`src/rtl/clkgen_pkg.sv`:
```
// Shared constants and FSM encoding for the multiphase non-overlapping clock generator.
package clkgen_pkg;
  localparam int CLKGEN_CNT_W    = 6;
  localparam int CLKGEN_DEF_HALF = 8;
  localparam int CLKGEN_DEF_DEAD = 1;

  typedef enum logic {
    ST_IDLE = 1'b0,
    ST_RUN  = 1'b1
  } state_e;
endpackage

```
`src/rtl/multiphase_nonoverlap_clkgen_if.sv`:
```
// Active configuration bus from the top-level config handshake to the phase slices.
interface clkgen_cfg_if
  import clkgen_pkg::*;
#(
  parameter int NUM_CH = 2,
  parameter int CNT_W  = CLKGEN_CNT_W
);
  logic [CNT_W-1:0]            half;
  logic [CNT_W-1:0]            dead;
  logic [NUM_CH*(CNT_W+1)-1:0] phase;
  state_e                      state;

  modport master (output half, dead, phase, state);
  modport slave  (input  half, dead, phase, state);
endinterface

```
`src/rtl/multiphase_nonoverlap_clkgen_slice.sv`:
```
// One output channel pair: phase-shifted position, dead-time windows, registered pins.
module nonoverlap_phase_slice
  import clkgen_pkg::*;
#(
  parameter int CNT_W = CLKGEN_CNT_W,
  parameter int CH    = 0
)(
  input  logic             clk_i,
  input  logic             rst_ni,
  input  logic             run_i,
  input  logic [CNT_W:0]   cnt_i,
  clkgen_cfg_if.slave      cfg,
  output logic             mod_o,
  output logic             modn_o
);
  localparam int PW = CNT_W + 1;

  logic [PW-1:0] phase;
  logic [PW-1:0] period;
  logic [PW-1:0] half_w;
  logic [PW-1:0] dead_w;
  logic [PW-1:0] pos;
  logic          mod_d, modn_d;
  logic          mod_q, modn_q;

  assign phase  = cfg.phase[CH*PW +: PW];
  assign period = {cfg.half, 1'b0};
  assign half_w = {1'b0, cfg.half};
  assign dead_w = {1'b0, cfg.dead};

  // Subtract the other way round on underflow so nothing ever exceeds PW bits.
  always_comb begin
    pos    = (cnt_i >= phase) ? (cnt_i - phase) : (period - (phase - cnt_i));
    mod_d  = run_i && (pos >= dead_w) && (pos < half_w);
    modn_d = run_i && (pos >= (half_w + dead_w)) && (pos < period);
  end

  always_ff @(posedge clk_i) begin
    if (!rst_ni) begin
      mod_q  <= 1'b0;
      modn_q <= 1'b0;
    end else begin
      mod_q  <= mod_d;
      modn_q <= modn_d;
    end
  end

  assign mod_o  = mod_q;
  assign modn_o = modn_q;
endmodule

```
`src/rtl/multiphase_nonoverlap_clkgen.sv`:
```
// Base counter, run/idle FSM and shadow/active config handshake; channels live in the slices.
module multiphase_nonoverlap_clkgen
  import clkgen_pkg::*;
#(
  parameter int NUM_CH   = 2,
  parameter int CNT_W    = CLKGEN_CNT_W,
  parameter int DEF_HALF = CLKGEN_DEF_HALF,
  parameter int DEF_DEAD = CLKGEN_DEF_DEAD
)(
  input  logic                        CLK_IN,
  input  logic                        RESET_N,
  input  logic                        ENABLE,
  input  logic [CNT_W-1:0]            CFG_HALF,
  input  logic [CNT_W-1:0]            CFG_DEAD,
  input  logic [NUM_CH*CNT_W+NUM_CH-1:0] PHASE_SEL,
  input  logic                        CFG_LOAD,
  output logic                        CFG_PENDING,
  output logic                        CFG_ERR,
  output logic [NUM_CH-1:0]           CLK_OUT_MOD,
  output logic [NUM_CH-1:0]           CLK_OUT_MODN,
  output logic                        SYNC
);
  localparam int PW = CNT_W + 1;

  state_e               state_q;
  logic [PW-1:0]        cnt_q;
  logic [CNT_W-1:0]     act_half_q, act_dead_q, shd_half_q, shd_dead_q;
  logic [NUM_CH*PW-1:0] act_phase_q, shd_phase_q;
  logic                 pending_q, err_q, sync_q;

  logic [PW-1:0]        period;
  logic                 wrap;
  logic                 apply;
  logic                 load_legal;

  assign period = {act_half_q, 1'b0};
  assign wrap   = (cnt_q == (period - PW'(1)));
  // Shadow goes live only at a period boundary, or straight away when not running.
  assign apply  = pending_q && (!ENABLE || (state_q == ST_IDLE) || wrap);

  always_comb begin
    load_legal = (CFG_HALF >= CNT_W'(2)) && (CFG_DEAD < CFG_HALF);
    for (int k = 0; k < NUM_CH; k++) begin
      if (PHASE_SEL[k*PW +: PW] >= {CFG_HALF, 1'b0}) load_legal = 1'b0;
    end
  end

  always_ff @(posedge CLK_IN) begin
    if (!RESET_N) begin
      state_q     <= ST_IDLE;
      cnt_q       <= '0;
      sync_q      <= 1'b0;
      pending_q   <= 1'b0;
      err_q       <= 1'b0;
      act_half_q  <= CNT_W'(DEF_HALF);
      act_dead_q  <= CNT_W'(DEF_DEAD);
      act_phase_q <= '0;
      shd_half_q  <= CNT_W'(DEF_HALF);
      shd_dead_q  <= CNT_W'(DEF_DEAD);
      shd_phase_q <= '0;
    end else begin
      err_q <= 1'b0;
      if (ENABLE) begin
        state_q <= ST_RUN;
        cnt_q   <= wrap ? '0 : (cnt_q + PW'(1));
        sync_q  <= (cnt_q == '0);
      end else begin
        state_q <= ST_IDLE;
        cnt_q   <= '0;
        sync_q  <= 1'b0;
      end
      if (apply) begin
        act_half_q  <= shd_half_q;
        act_dead_q  <= shd_dead_q;
        act_phase_q <= shd_phase_q;
        pending_q   <= 1'b0;
      end else if (CFG_LOAD && !pending_q) begin
        if (load_legal) begin
          shd_half_q  <= CFG_HALF;
          shd_dead_q  <= CFG_DEAD;
          shd_phase_q <= PHASE_SEL;
          pending_q   <= 1'b1;
        end else begin
          err_q <= 1'b1;
        end
      end
    end
  end

  clkgen_cfg_if #(.NUM_CH(NUM_CH), .CNT_W(CNT_W)) act_if ();

  assign act_if.half  = act_half_q;
  assign act_if.dead  = act_dead_q;
  assign act_if.phase = act_phase_q;
  assign act_if.state = state_q;

  for (genvar k = 0; k < NUM_CH; k++) begin : g_ch
    nonoverlap_phase_slice #(.CNT_W(CNT_W), .CH(k)) u_slice (
      .clk_i  (CLK_IN),
      .rst_ni (RESET_N),
      .run_i  (ENABLE),
      .cnt_i  (cnt_q),
      .cfg    (act_if.slave),
      .mod_o  (CLK_OUT_MOD[k]),
      .modn_o (CLK_OUT_MODN[k])
    );
  end

  assign CFG_PENDING = pending_q;
  assign CFG_ERR     = err_q;
  assign SYNC        = sync_q;
endmodule

```
`config.mk`:
```
export PLATFORM = sky130hd
export DESIGN_NAME = multiphase_nonoverlap_clkgen
export DESIGN_NICKNAME = d
export VERILOG_FILES = /design/src/rtl/clkgen_pkg.sv /design/src/rtl/multiphase_nonoverlap_clkgen_if.sv /design/src/rtl/multiphase_nonoverlap_clkgen_slice.sv /design/src/rtl/multiphase_nonoverlap_clkgen.sv
export SDC_FILE = /design/constraint.sdc
export NUM_CORES = 1
export LEC_CHECK = 0
export CORE_MARGIN = 2
export CORE_UTILIZATION = 53
export CTS_BUF_LIST = sky130_fd_sc_hd__clkbuf_16
export DETAILED_ROUTE_END_ITERATION = 12
export GPL_TIMING_DRIVEN = 1
export PLACE_DENSITY = 0.73
export SETUP_SLACK_MARGIN = 0.05
export SLEW_MARGIN = 40
export SYNTH_ARGS = -nofsm -noshare
export SYNTH_HDL_FRONTEND = slang
export SYNTH_SLANG_ARGS = --single-unit
```
`constraint.sdc`:
```
create_clock -name CLK_IN -period 5.3 [get_ports CLK_IN]
set_clock_uncertainty 0.05 [all_clocks]
set_input_delay 1.06 -clock CLK_IN [delete_from_list [all_inputs] [get_ports CLK_IN]]
set_output_delay 1.06 -clock CLK_IN [all_outputs]
set_load 0.005 [all_outputs]
```
==> flow_metrics.py, run 1 <==
metrics = {
    "outcome": {
        "status": "complete, no violations",
    },
    "worst_setup_path": {
        "crit_fanout": 7,
        "critPathRequiredTime_ps": 5480,
        "rr_worst_depth": 15,
        "ff2ff_setup_slack_ps": 910,
        "rr_startpoint": "act_half_q[1]$_SDFFE_PN0P_",
        "crit_type": "reg2reg",
        "worstSetupEndpointType": "flop",
        "start_kind": "flop",
        "reg2reg_to": "g_ch[1].u_slice.modn_o$_SDFF_PN0_",
        "arrival_ps": 4570,
        "startpoint": "act_half_q[1]$_SDFFE_PN0P_",
    },
    "floorplanning": {
        "coreArea_mm2": 0.0103,
        "num_rows": 37,
        "pin_count": 37,
        "fp.dieH_um": 107,
        "initial_core_util": 0.543,
        "die_x_um": 107,
        "dieArea_mm2": 0.0114,
    },
    "timing": {
        "period_share": 0.828,
        "rsz0062_at_grt": "no",
        "drv_slew": 0,
        "finalSetupViolCount": 0,
        "max_slew.worst_pin.slew_ps": 782,
        "timing.fmax_mhz": 228,
        "tns_ps": 0,
        "finalHoldViolations": 0,
        "slew_headroom": 0.474,
        "period_needed_ps": 4390,
    },
    "grt": {
        "grt_overflow_total": 0,
        "grt_use_total": 0.249,
        "grt_pass1_vias": 4682,
        "grt_pass1_wl_um": 22400,
        "grt_max_degree": 79,
        "antenna_found_initial": 0,
    },
    "synthesis": {
        "synth_most_common_cell": "ha_1",
        "synth.largest_area_cell": "dfxtp_1",
        "syn_avg_cell_area_um2": 8.63,
        "synth_area_leaders": "dfxtp_1 (24%), ha_1 (22%), fa_1 (5.4%), mux2i_1 (5.0%), inv_1 (4.8%)",
        "synth-async-reset-ratio": 0,
        "synth_edf_count": 0,
        "ys_seq_area_frac": 0.240,
        "synth_seq_cells": 67,
        "synth_cells": 647,
        "yosys_warnings": 0,
        "syn_area_mm2": 0.00559,
        "synth_nets": 788,
        "ys.flop_type": "dfxtp_1",
        "synth_top_area_frac": 0.240,
        "synthDistinctLibCells": 53,
        "ys_top_cells_by_count": "ha_1 (96), inv_1 (71), nand2_1 (69), dfxtp_1 (67), o21ai_0 (44)",
    },
    "detailed_routing": {
        "first_iter_violations": 203,
        "vias": 4633,
        "wire_per_inst_um": 16.6,
        "postRouteWirelength_um": 13400,
        "routed_via_density": 5.71,
        "firstDrtPassIters": 5,
        "drc": 0,
        "final_antenna_net_count": 0,
    },
    "layout": {
        "nets": 813,
        "n_fill_cell": 928,
        "syn_to_final_growth_pct": 13.6,
        "num_antenna_cells": 0,
        "drive_gt1_frac": 0.0444,
    },
    "power": {
        "p_switching_mw": 0.373,
        "seqPwrFrac": 0.359,
        "vdd_drop_max_v": 0.000146,
        "power_mw": 1.48,
        "p_int_mw": 1.10,
        "p_per_area_mw_per_mm2": 233,
        "leakage_nw": 2.88,
        "clockPowerShare": 0.464,
        "swShare": 0.253,
        "p_comb_frac": 0.177,
    },
    "clock_network": {
        "clkLatencyLatePin_ps": 330,
        "clk_pin_slew_ps": 60,
        "cts_tree": "done",
        "clockBufferDepth": 2,
        "ctsResizeCount": 0,
        "hold_buffers": 0,
        "cts_max_level": 3,
        "clock_sinks": 67,
        "clockRootBuffer": "clkbuf_16",
        "post_cts.repair.setup_buffers": 0,
        "cts_buffers": 9,
    },
    "placed_design": {
        "hpwlAfterDp_um": 10800,
        "io_buffers": 36,
        "place.gp.congestion": 0.917,
    },
    "hold_path": {
        "hold_path_class": "reg2reg",
        "hp-start": "cnt_q[0]$_SDFF_PP0_",
        "hold_end": "cnt_q[0]$_SDFF_PP0_",
        "whs_path_depth": 1,
    },
    "job": {
        "drv_cap": 0,
    },
}
==> flip-flops by register name (all words and copies together) (netlist names) <==
register,count
shd_half_q,6
act_if.phase,14
shd_dead_q,6
SYNC,1
act_half_q,6
g_ch.u_slice.mod_o,2
cnt_q,7
shd_phase_q,14
CFG_ERR,1
g_ch.u_slice.modn_o,2
CFG_PENDING,1
act_if.state,1
act_dead_q,6
==> layout by cell type (no fill, tap or decap), types with 3 or more instances in the layout <==
master,count
a211o_1,3
a211oi_1,13
a21o_1,16
a21oi_1,33
and3_1,3
and4_1,5
buf_4,3
bufinv_16,3
clkbuf_16,9
clkdlybuf4s50_1,35
dfxtp_1,67
fa_1,15
ha_1,96
inv_1,71
mux2i_1,28
nand2_1,69
nand2b_1,7
nand3_1,33
nor2_1,20
nor2b_1,7
nor3_1,5
nor4_1,3
o2111ai_1,3
o211ai_1,5
o21a_1,5
o21ai_0,44
o21bai_1,6
o31ai_1,4
xnor2_1,20
xor2_1,10
==> critical path, stage by stage (launching register included) <==
cell	delay, ps
dfxtp_1	490
inv_1	250
fa_1	610
inv_1	60
ha_1	310
a211oi_1	260
o21bai_1	100
a21oi_1	180
xnor2_1	90
mux2i_1	280
xor2_1	250
ha_1	280
and4_1	220
a2111oi_0	510
nand3_1	150
a41oi_1	220
==> routing by layer <==
layer | GRT usage | vias up | part of all wire
met3 | 0.0389 | 42 | 0.040
met1 | 0.305 | 2144 | 0.45
met5 | 0 | - | 0
li1 | - | 2319 | -
met4 | 0.107 | 0 | 0.041
met2 | 0.432 | 128 | 0.47
==> power by group through the flow <==
stage               clock network [mW]  logic [mW]  registers [mW]
finish                           0.685       0.261           0.530
global route                     0.720       0.294           0.532
CTS                              0.695       0.259           0.530
detailed placement                   0       0.257           0.541
global placement                     0       0.242           0.541
floorplan                            0       0.182           0.539
==> metrics by stage <==
| step | worst slack, ps | instance area, um2 | util | hold slack (ps) | cells |
|---|---|---|---|---|---|
| 2_1_floorplan | 1530 | 5590 | - | 380 | 647 |
| 3_3_place_gp | 1280 | 5970 | 0.581 | 397 | 796 |
| 3_5_place_dp | 964 | 6000 | 0.584 | 405 | 797 |
| 4_1_cts | 937 | 6340 | 0.617 | 418 | 812 |
| 5_1_grt | 667 | 6340 | 0.617 | 438 | 812 |
| 6_report | 913 | 6340 | 0.617 | 414 | 812 |
==> worst max path at each step <==
stage	slack [ps]	end	depth (start not counted)
2_1_floorplan	1530	g_ch[1].u_slice.modn_o$_SDFF_PN0_	15
6_report	910	g_ch[1].u_slice.modn_o$_SDFF_PN0_	15
3_5_place_dp	960	g_ch[1].u_slice.modn_o$_SDFF_PN0_	15
3_3_place_gp	1280	g_ch[1].u_slice.modn_o$_SDFF_PN0_	15
5_1_grt	670	g_ch[1].u_slice.modn_o$_SDFF_PN0_	15
4_1_cts	940	g_ch[1].u_slice.modn_o$_SDFF_PN0_	15
==> cell families (layout without fill, tap and decap cells) <==
group                      Yosys count  in the layout  share of synthesized area
AOI/OAI and AO/OA                  150            150                      0.171
xor gates and xnor gates            30             30                     0.0470
adders and majority gates          111            111                      0.269
buffers and inverters               97            126                     0.0764
DFF                                 67             67                      0.240
muxes                               30             30                     0.0542
and+or+nand+nor                    162            162                      0.142
==> cell type report <==
type | instances | area [um2] | area share
Inverter | 71 | 267 | 0.0420
Tap cell | 136 | 170 | 0.0268
Clock buffer | 9 | 225 | 0.0355
Sequential cell | 67 | 1340 | 0.211
Clock inverter | 6 | 115 | 0.0181
Multi-Input combinational cell | 483 | 3820 | 0.602
Timing Repair Buffer | 40 | 405 | 0.0639
(Power assumes the default switching activity.)
==> run 2, diff against run 1 <==
==> constraint.sdc (replaced) <==
create_clock -name CLK_IN -period 4.4 [get_ports CLK_IN]
set_clock_uncertainty 0.05 [all_clocks]
set_input_delay 0.88 -clock CLK_IN [delete_from_list [all_inputs] [get_ports CLK_IN]]
set_output_delay 0.88 -clock CLK_IN [all_outputs]
set_load 0.005 [all_outputs]
==> flow_metrics.py, run 2 (synthesized netlist as in run 1, its figures left out) <==
metrics = {
    "outcome": {
        "status": "complete, no violations",
    },
    "worst_setup_path": {
        "startpoint": "cnt_q[1]$_SDFF_PP0_",
        "critPathRequiredTime_ps": 4610,
        "start_kind": "flop",
        "crit_fanout": 9,
        "worstSetupEndpointType": "flop",
        "crit_type": "reg2reg",
        "ff2ff_setup_slack_ps": 440,
        "arrival_ps": 4170,
        "rr_startpoint": "cnt_q[1]$_SDFF_PP0_",
    },
    "detailed_routing": {
        "vias": 4630,
        "wire_per_inst_um": 16.8,
        "first_iter_violations": 281,
        "postRouteWirelength_um": 13700,
        "final_antenna_net_count": 0,
        "routed_via_density": 5.67,
        "firstDrtPassIters": 5,
        "drc": 0,
    },
    "clock_network": {
        "clk_pin_slew_ps": 60,
        "clockRootBuffer": "clkbuf_16",
        "cts_buffers": 9,
        "clockBufferDepth": 2,
        "post_cts.repair.setup_buffers": 0,
        "cts_tree": "done",
        "cts_max_level": 3,
        "clkLatencyLatePin_ps": 340,
        "ctsResizeCount": 0,
        "hold_buffers": 0,
        "clock_sinks": 67,
    },
    "placed_design": {
        "place.gp.congestion": 0.933,
        "placed_cell_area_mm2": 0.00602,
        "io_buffers": 36,
        "hpwlAfterDp_um": 11000,
    },
    "floorplanning": {
        "dieArea_mm2": 0.0114,
        "coreArea_mm2": 0.0103,
        "die_x_um": 107,
        "num_rows": 37,
        "fp.dieH_um": 107,
        "initial_core_util": 0.543,
        "pin_count": 37,
    },
    "grt": {
        "grt_use_total": 0.250,
        "grt_max_degree": 78,
        "grt_pass1_vias": 4608,
        "grt_pass1_wl_um": 22000,
        "grt_overflow_total": 0,
        "antenna_found_initial": 0,
    },
    "layout": {
        "register_area_mm2": 0.00135,
        "final_cell_mix": "ha_1 (96), inv_1 (70), nand2_1 (69)",
        "n_fill_cell": 961,
        "finalInstanceArea_mm2": 0.00630,
        "drive_gt1_frac": 0.0587,
        "num_antenna_cells": 0,
        "nets": 818,
        "multi_input_area_mm2": 0.00383,
        "syn_to_final_growth_pct": 12.8,
        "mostFrequentLayoutCell": "ha_1",
    },
    "timing": {
        "timing.fmax_mhz": 253,
        "tns_ps": 0,
        "max_slew.worst_pin.slew_ps": 764,
        "rsz0062_at_grt": "no",
        "drv_slew": 0,
        "slew_headroom": 0.486,
        "period_needed_ps": 3960,
        "period_share": 0.900,
        "finalHoldViolations": 0,
        "finalSetupViolCount": 0,
    },
    "hold_path": {
        "hold_path_class": "reg2reg",
        "hp-start": "shd_dead_q[3]$_SDFFE_PN0P_",
    },
    "job": {
        "drv_cap": 0,
    },
    "power": {
        "power_mw": 1.61,
        "p_per_area_mw_per_mm2": 256,
        "vdd_drop_max_v": 0.000169,
        "leakage_nw": 2.87,
    },
}
==> run 2: worst paths after layout <==
kind                                            end  cells after the start
hold / removal           act_dead_q[3]$_SDFFE_PN0P_                      2
setup / recovery  g_ch[1].u_slice.modn_o$_SDFF_PN0_                     12
hold reg to reg          act_dead_q[3]$_SDFFE_PN0P_                      2
setup reg to reg  g_ch[1].u_slice.modn_o$_SDFF_PN0_                     12
==> run 2: metrics by stage <==
stage | setup slack, ps | cells | hold WS [ps] | utilization
5_1_grt | 77.2 | 817 | 437 | 0.613
3_3_place_gp | 491 | 802 | 400 | 0.586
6_report | 441 | 817 | 405 | 0.613
4_1_cts | 301 | 817 | 410 | 0.612
2_1_floorplan | 634 | 647 | 380 | -
3_5_place_dp | 348 | 802 | 402 | 0.586
==> run 2: final cells by class <==
cell class,count,share of cell area
flip-flops and latches,67,0.214
well taps,136,0.0270
inverters,71,0.0423
multi-input cells,483,0.607
repair buffers,45,0.0671
clock inverters,6,0.00695
clock buffers,9,0.0357
==> run 2: report_power, final <==
part	switching [mW]	leakage, nW	total (mW)	internal [mW]
Clock	0.282	0.131	0.660	0.378
Combinational	0.165	2.19	0.314	0.148
Sequential	0.0108	0.544	0.639	0.628
==> run 2: worst max-delay path: stages (launching register included) <==
cell       delay (ps)
dfxtp_1           690
ha_1              360
nor2b_1           150
o21ai_0           240
a21oi_1           140
o21a_1            200
o21a_1            170
o31ai_1           610
ha_1              370
and4_1            210
a2111oi_0         410
nand3_1           120
a41oi_1           170
==> run 2: metal layers <==
metal | GRT usage | wire, um | share of wire
met5 | 0 | 0 | 0
met4 | 0.108 | 481 | 0.035
met3 | 0.0547 | 610 | 0.045
met2 | 0.439 | 6550 | 0.48
met1 | 0.293 | 6050 | 0.44
==> run 3, diff against run 2 <==
--- a/config.mk
+++ b/config.mk
@@ -10,6 +10,7 @@
 export CTS_BUF_LIST = sky130_fd_sc_hd__clkbuf_16
 export DETAILED_ROUTE_END_ITERATION = 12
 export GPL_TIMING_DRIVEN = 1
+export HOLD_SLACK_MARGIN = 0.05
 export PLACE_DENSITY = 0.73
 export SETUP_SLACK_MARGIN = 0.05
 export SLEW_MARGIN = 40
==> results of run 3 <==
No change in the layout: final DEF, timing and power equal those of run 2.
